`src/rtl/mips_pc_alu_unit.sv`:
```
// rtl/mips_pc_alu_unit.sv - MIPS program counter, next-PC selection and 32-bit ALU
// The PC flop updates every edge; all other outputs are combinational.

module mips_pc_alu_unit #(
    parameter int                 WIDTH    = 32,
    parameter logic [WIDTH-1:0]   RESET_PC = 32'h0000_0000
) (
    input  logic             clk_i,
    input  logic             reset_i,
    input  logic             pc_branch_i,
    input  logic             pc_j_i,
    input  logic [WIDTH-1:0] sign_imm_i32,
    input  logic [25:0]      jaddr_i26,
    input  logic [WIDTH-1:0] a_i32,
    input  logic [WIDTH-1:0] b_i32,
    input  logic [5:0]       funct_i6,
    input  logic [1:0]       alt_ctrl_i2,
    output logic [WIDTH-1:0] pc_o32,
    output logic [WIDTH-1:0] pc_plus4_o32,
    output logic [WIDTH-1:0] alu_out_o32,
    output logic             zero_o
);

    logic [WIDTH-1:0] pc_q;
    logic [WIDTH-1:0] pc_d;
    logic [WIDTH-1:0] pc_plus4;
    logic [WIDTH-1:0] pc_branch;
    logic [WIDTH-1:0] pc_jump;
    logic [WIDTH-1:0] alu_res;
    logic [4:0]       shamt;

    assign pc_plus4  = pc_q + 32'd4;
    assign pc_branch = pc_plus4 + (sign_imm_i32 << 2);
    assign pc_jump   = {pc_plus4[WIDTH-1:WIDTH-4], jaddr_i26, 2'b00};

    // Jump has priority over branch when both selects are asserted.
    always_comb begin
        pc_d = pc_plus4;
        if (pc_j_i) begin
            pc_d = pc_jump;
        end else if (pc_branch_i) begin
            pc_d = pc_branch;
        end
    end

    always_ff @(posedge clk_i) begin
        if (reset_i) begin
            pc_q <= RESET_PC;
        end else begin
            pc_q <= pc_d;
        end
    end

    assign shamt = b_i32[4:0];

    always_comb begin
        alu_res = '0;
        case (alt_ctrl_i2)
            2'b00: alu_res = a_i32 + b_i32;
            2'b01: alu_res = a_i32 - b_i32;
            2'b11: alu_res = a_i32 | b_i32;
            default: begin
                case (funct_i6)
                    6'b100000, 6'b100001: alu_res = a_i32 + b_i32;
                    6'b100010, 6'b100011: alu_res = a_i32 - b_i32;
                    6'b100100: alu_res = a_i32 & b_i32;
                    6'b100101: alu_res = a_i32 | b_i32;
                    6'b100110: alu_res = a_i32 ^ b_i32;
                    6'b100111: alu_res = ~(a_i32 | b_i32);
                    6'b101010: alu_res = {{(WIDTH-1){1'b0}}, ($signed(a_i32) < $signed(b_i32))};
                    6'b101011: alu_res = {{(WIDTH-1){1'b0}}, (a_i32 < b_i32)};
                    6'b000000: alu_res = a_i32 << shamt;
                    6'b000010: alu_res = a_i32 >> shamt;
                    6'b000011: alu_res = $signed(a_i32) >>> shamt;
                    default:   alu_res = '0;
                endcase
            end
        endcase
    end

    assign pc_o32       = pc_q;
    assign pc_plus4_o32 = pc_plus4;
    assign alu_out_o32  = alu_res;
    assign zero_o       = (alu_res == '0);

endmodule

```
`config.mk`:
```
export PLATFORM = sky130hd
export DESIGN_NAME = mips_pc_alu_unit
export DESIGN_NICKNAME = d
export VERILOG_FILES = /design/src/rtl/mips_pc_alu_unit.sv
export SDC_FILE = /design/constraint.sdc
export NUM_CORES = 1
export LEC_CHECK = 0
export ABC_CLOCK_PERIOD_IN_PS = 14700
export CAP_MARGIN = 15
export CORE_MARGIN = 5
export CORE_UTILIZATION = 46
export CTS_CLUSTER_DIAMETER = 200
export DETAILED_ROUTE_END_ITERATION = 8
export DONT_BUFFER_PORTS = 1
export HOLD_SLACK_MARGIN = 0.12
export PLACE_DENSITY = 0.58
export RECOVER_POWER = 50
export SLEW_MARGIN = 20
export SYNTH_ARGS = -nofsm -noshare
export SYNTH_HDL_FRONTEND = slang
export SYNTH_SLANG_ARGS = --single-unit
```
`constraint.sdc`:
```
create_clock -name clk_i -period 14.7 [get_ports clk_i]
set_input_delay 4.41 -clock clk_i [delete_from_list [all_inputs] [get_ports clk_i]]
set_output_delay 4.41 -clock clk_i [all_outputs]
set_load 0.02 [all_outputs]
```
==> results by group <==
Worst hold path
  – Hold crit path type: flop to flop

Floorplanning
  – CORE AREA: approximately 32000 sq um
  – Chip width: 188.7 um
  – Ports: 231
  – Row count: 65
  – Starting density of the core: a little under half
  – Die area: 35620 sq um
  – Die H: 188.7 um

Synth
  – Post-synthesis mux area share: 17.63%
  – Ranking of synthesized cells by area: ha_1, mux4_2, mux2i_1
  – Yosys top cell by area: ha_1
  – Synth cell types: 93
  – Syn Area/Cell: 7.224 sq um
  – Largest family of logic cells by synthesized area: compound AO/OA/AOI/OAI gates
  – Post-synthesis adder-cell area fraction: a little under an eighth
  – Compound-gate portion of the synthesized area: 30.21%
  – Simple-gate area share of the yosys netlist: a little over 20%
  – Share of the synthesized area in the top cell type: 11.24%
  – Synth async-reset ratio: 0%
  – Post-Synth XOR/XNOR Area: under 10%
  – Synth Warn #: 0
  – Most used DFF post-synth: dfxtp_1
  – Sequential area share after synthesis: 4.088%
  – Synthesized area: 14690 sq um
  – Syn Inst Count: 2034
  – Number of synthesized flops with an enable pin: 0
  – Number of synthesized register bits: 30

Worst setup path
  – Slowest CP cell: nor4b_2
  – CP max stage delay: 660 ps
  – Crit-path cells: inv_1 -> buf_4 -> ha_1 -> nor2_1 -> a211o_1 -> a2111oi_2 -> o211ai_1 -> a31oi_1 -> a31oi_1 -> o211ai_1 -> a21oi_1 -> a21oi_1 -> mux2i_1 -> nand4_1 -> nor4b_2
  – CP Launch Type: input port
  – Crit path required time: 10290 ps
  – Critical Path AT: 9080 ps
  – Max Fanout on Critical Path: 91
  – CP Capture Type: output port
  – Setup Crit Path Kind: input port to output port

Detailed routing
  – WL/cell: 27.78 um
  – Wirelength, routed: 63700 um
  – DR pass1 iterations: 7
  – Post-route DRC: 0
  – 1st-iter DRT viols: 2105
  – DR vias: ~16000
  – Routed Antenna Nets: 0
  – Via density: 7.120

Pwr
  – Gate power share: 71.1%
  – Flop pwr share: 14.4%
  – VDD IR-drop max: around 0.034 mV
  – Clk pwr share: 14.4%
  – NetSw: around 0.38 mW
  – Power Internal: 0.3674 mW
  – Pwr/cell area: slightly above 50 nW/um^2
  – Switching Share: 51.16%
  – Static leakage: 5.947 nW

Global routing
  – Vias in the first global route: 15420
  – Tot GR Track Use: about a third
  – GR met2 Demand/Resource: about 53%
  – GRT overflow: 0
  – Met1 usage: a little over two fifths
  – Largest net degree at the start of global routing: around 110
  – Busiest grt layer: met2
  – Initial antenna violation count: 3
  – Grt met3 use: under 10%
  – First-pass GRT wire length: ~95000 um

STA
  – Count of final setup violators: 0
  – Max Clock Freq: 0.07412 GHz
  – Unrepaired setup endpoints after global routing: no
  – Final Max Tran Viols: 0
  – Hold Slack: 850.6 ps
  – Setup tns final: 0 ps
  – Crit path time final: 13490 ps
  – Hold Vio Cnt, Final: 0
  – Clock skew: 9.567 ps
  – Worst Tran Pin Value: ~1200 ps
  – Period utilisation layout: 91.78%
  – Max_slew headroom: 18.21%

Final layout
  – Finished Cell Area: 14600 sq um
  – Post-layout util: 46.27%
  – Max reg flops: 30
  – Layout area overhead: -0.6217%
  – Layout cells sized above 1: 7.672%
  – Fin nets: 2158

Placement
  – Routability Congestion: around 1.0
  – Dpl cell area: 14450 sq um
  – Hpwl dp: 47250 um
  – Port bufs: 0

Run status
  – Outcome: finished, final reports clean

Clock network
  – Worst-Skew Late Latency: 290 ps
  – Cts bufs inserted: 5
  – Clk root buf: clkbuf_16
  – CTS clk-pin slew, worst paths: 60 ps
  – Max clock buf depth: 2
  – CTS tree: yes
  – Post-cts resize count: 0
  – H-tree depth: 2
  – CTS Sinks: 30
  – Post CTS Setup Buffer Count: 0
  – Hold_buf cts: 0

Job
  – Max-Cap Viols: 0
==> placed cells by master, fill, tap and decap left out, drive strengths merged, types with 18 or more instances in the layout <==
cell | Yosys | final
mux2 | 27 | 27
o221ai | 20 | 20
o22ai | 25 | 25
xnor2 | 80 | 80
o211ai | 28 | 28
nor2b | 26 | 26
a31oi | 33 | 33
mux2i | 87 | 87
buf | 68 | 19
and3 | 18 | 18
a21o | 31 | 31
o21bai | 22 | 22
mux4 | 61 | 61
o21ai | 120 | 120
nor3 | 60 | 60
a221oi | 25 | 25
nor2 | 195 | 195
a211oi | 48 | 48
dfxtp | 30 | 30
nand2 | 182 | 182
inv | 106 | 106
a21oi | 146 | 146
ha | 132 | 132
xor2 | 33 | 33
nand3 | 54 | 54
==> cells by family (layout without fill, tap and decap cells) <==
| logic type | Yosys count | in the layout |
|---|---|---|
| buf+inv | 284 | 137 |
| mux | 175 | 175 |
| flops | 30 | 30 |
| fa+ha+maj | 135 | 135 |
| xor+xnor | 113 | 113 |
| simple gates | 646 | 646 |
| compound gates | 650 | 650 |
| other cells | 1 | 5 |
==> path summary, 6_finish.rpt <==
path / depth (start not counted) / slack, ps / startpoint / endpoint
setup / recovery: 15 / 1210 / b_i32[1] / zero_o
hold / removal: 5 / 850 / pc_o32[2]$_SDFF_PP0_ / pc_o32[2]$_SDFF_PP0_
setup reg to reg: 18 / 9550 / pc_o32[6]$_SDFF_PP0_ / pc_o32[31]$_SDFF_PP0_
hold reg to reg: 5 / 850 / pc_o32[2]$_SDFF_PP0_ / pc_o32[2]$_SDFF_PP0_
==> cells in the mapped netlist (11+ instances only) <==
master and number:
a311oi_1 11, nand2_1 181, ha_1 132, mux2_2 25, nor3_1 60, a21o_1 30
xnor2_1 80, and2_1 15, a31oi_1 33, o22ai_1 25, inv_1 106, buf_4 11
buf_1 13, o21ai_0 117, mux2i_1 87, buf_2 35, a211oi_1 46, o221ai_1 20
nand2b_1 16, o31ai_1 12, nor2b_1 26, nand3_1 54, o21bai_1 22, and3_1 18
nor4_1 13, mux4_2 52, o21a_1 11, nor2_1 195, a211o_1 11, xor2_1 33
o211ai_1 28, a221oi_1 23, clkbuf_1 94, or3_1 13, a21oi_1 146, nand4_1 16
dfxtp_1 30
==> layer usage <==
| metal | wire length, um | vias to the layer above |
|---|---|---|
| met4 | 3136 | 2 |
| met1 | 24890 | 7749 |
| met3 | 7641 | 214 |
| li1 | - | 7299 |
| met5 | 13 | - |
| met2 | 28030 | 1063 |
==> layout make-up <==
class	instances	area, sq um
clock buffer	6	138.9
inverter	110	412.9
clock inverter	2	12.51
timing repair buffer	19	142.6
sequential	30	600.6
multi-input combinational	1723	12790
tap	402	503.0
fill	3264	16950
antenna	1	2.502
==> critical path, delay by kind of cell <==
| family | cells | cell delay [ps] |
|---|---|---|
| and+or+nand+nor | 3 | 1130 |
| adders and majority gates | 1 | 250 |
| buffers and inverters | 2 | 480 |
| muxes | 1 | 200 |
| AOI/OAI and AO/OA | 8 | 2570 |
==> per-stage QoR <==
| stage | setup WS (ps) | power, mW | cells |
|---|---|---|---|
| after floorplan | 1273 | 0.5561 | 2037 |
| after global placement | 1312 | 0.6279 | 2284 |
| after detailed placement | 1296 | 0.6314 | 2284 |
| after CTS | 1290 | 0.7427 | 2292 |
| after global routing | 970.8 | 0.8009 | 2293 |
| final | 1208 | 0.7524 | 2293 |
==> power by group through the flow <==
stage	logic [mW]	registers, mW	clock network [mW]
5_1_grt	0.578	0.110	0.113
2_1_floorplan	0.449	0.107	0
3_5_place_dp	0.521	0.110	0
4_1_cts	0.524	0.109	0.110
6_report	0.535	0.109	0.108
3_3_place_gp	0.517	0.110	0
Note: power is estimated with default switching activity, not from simulation.
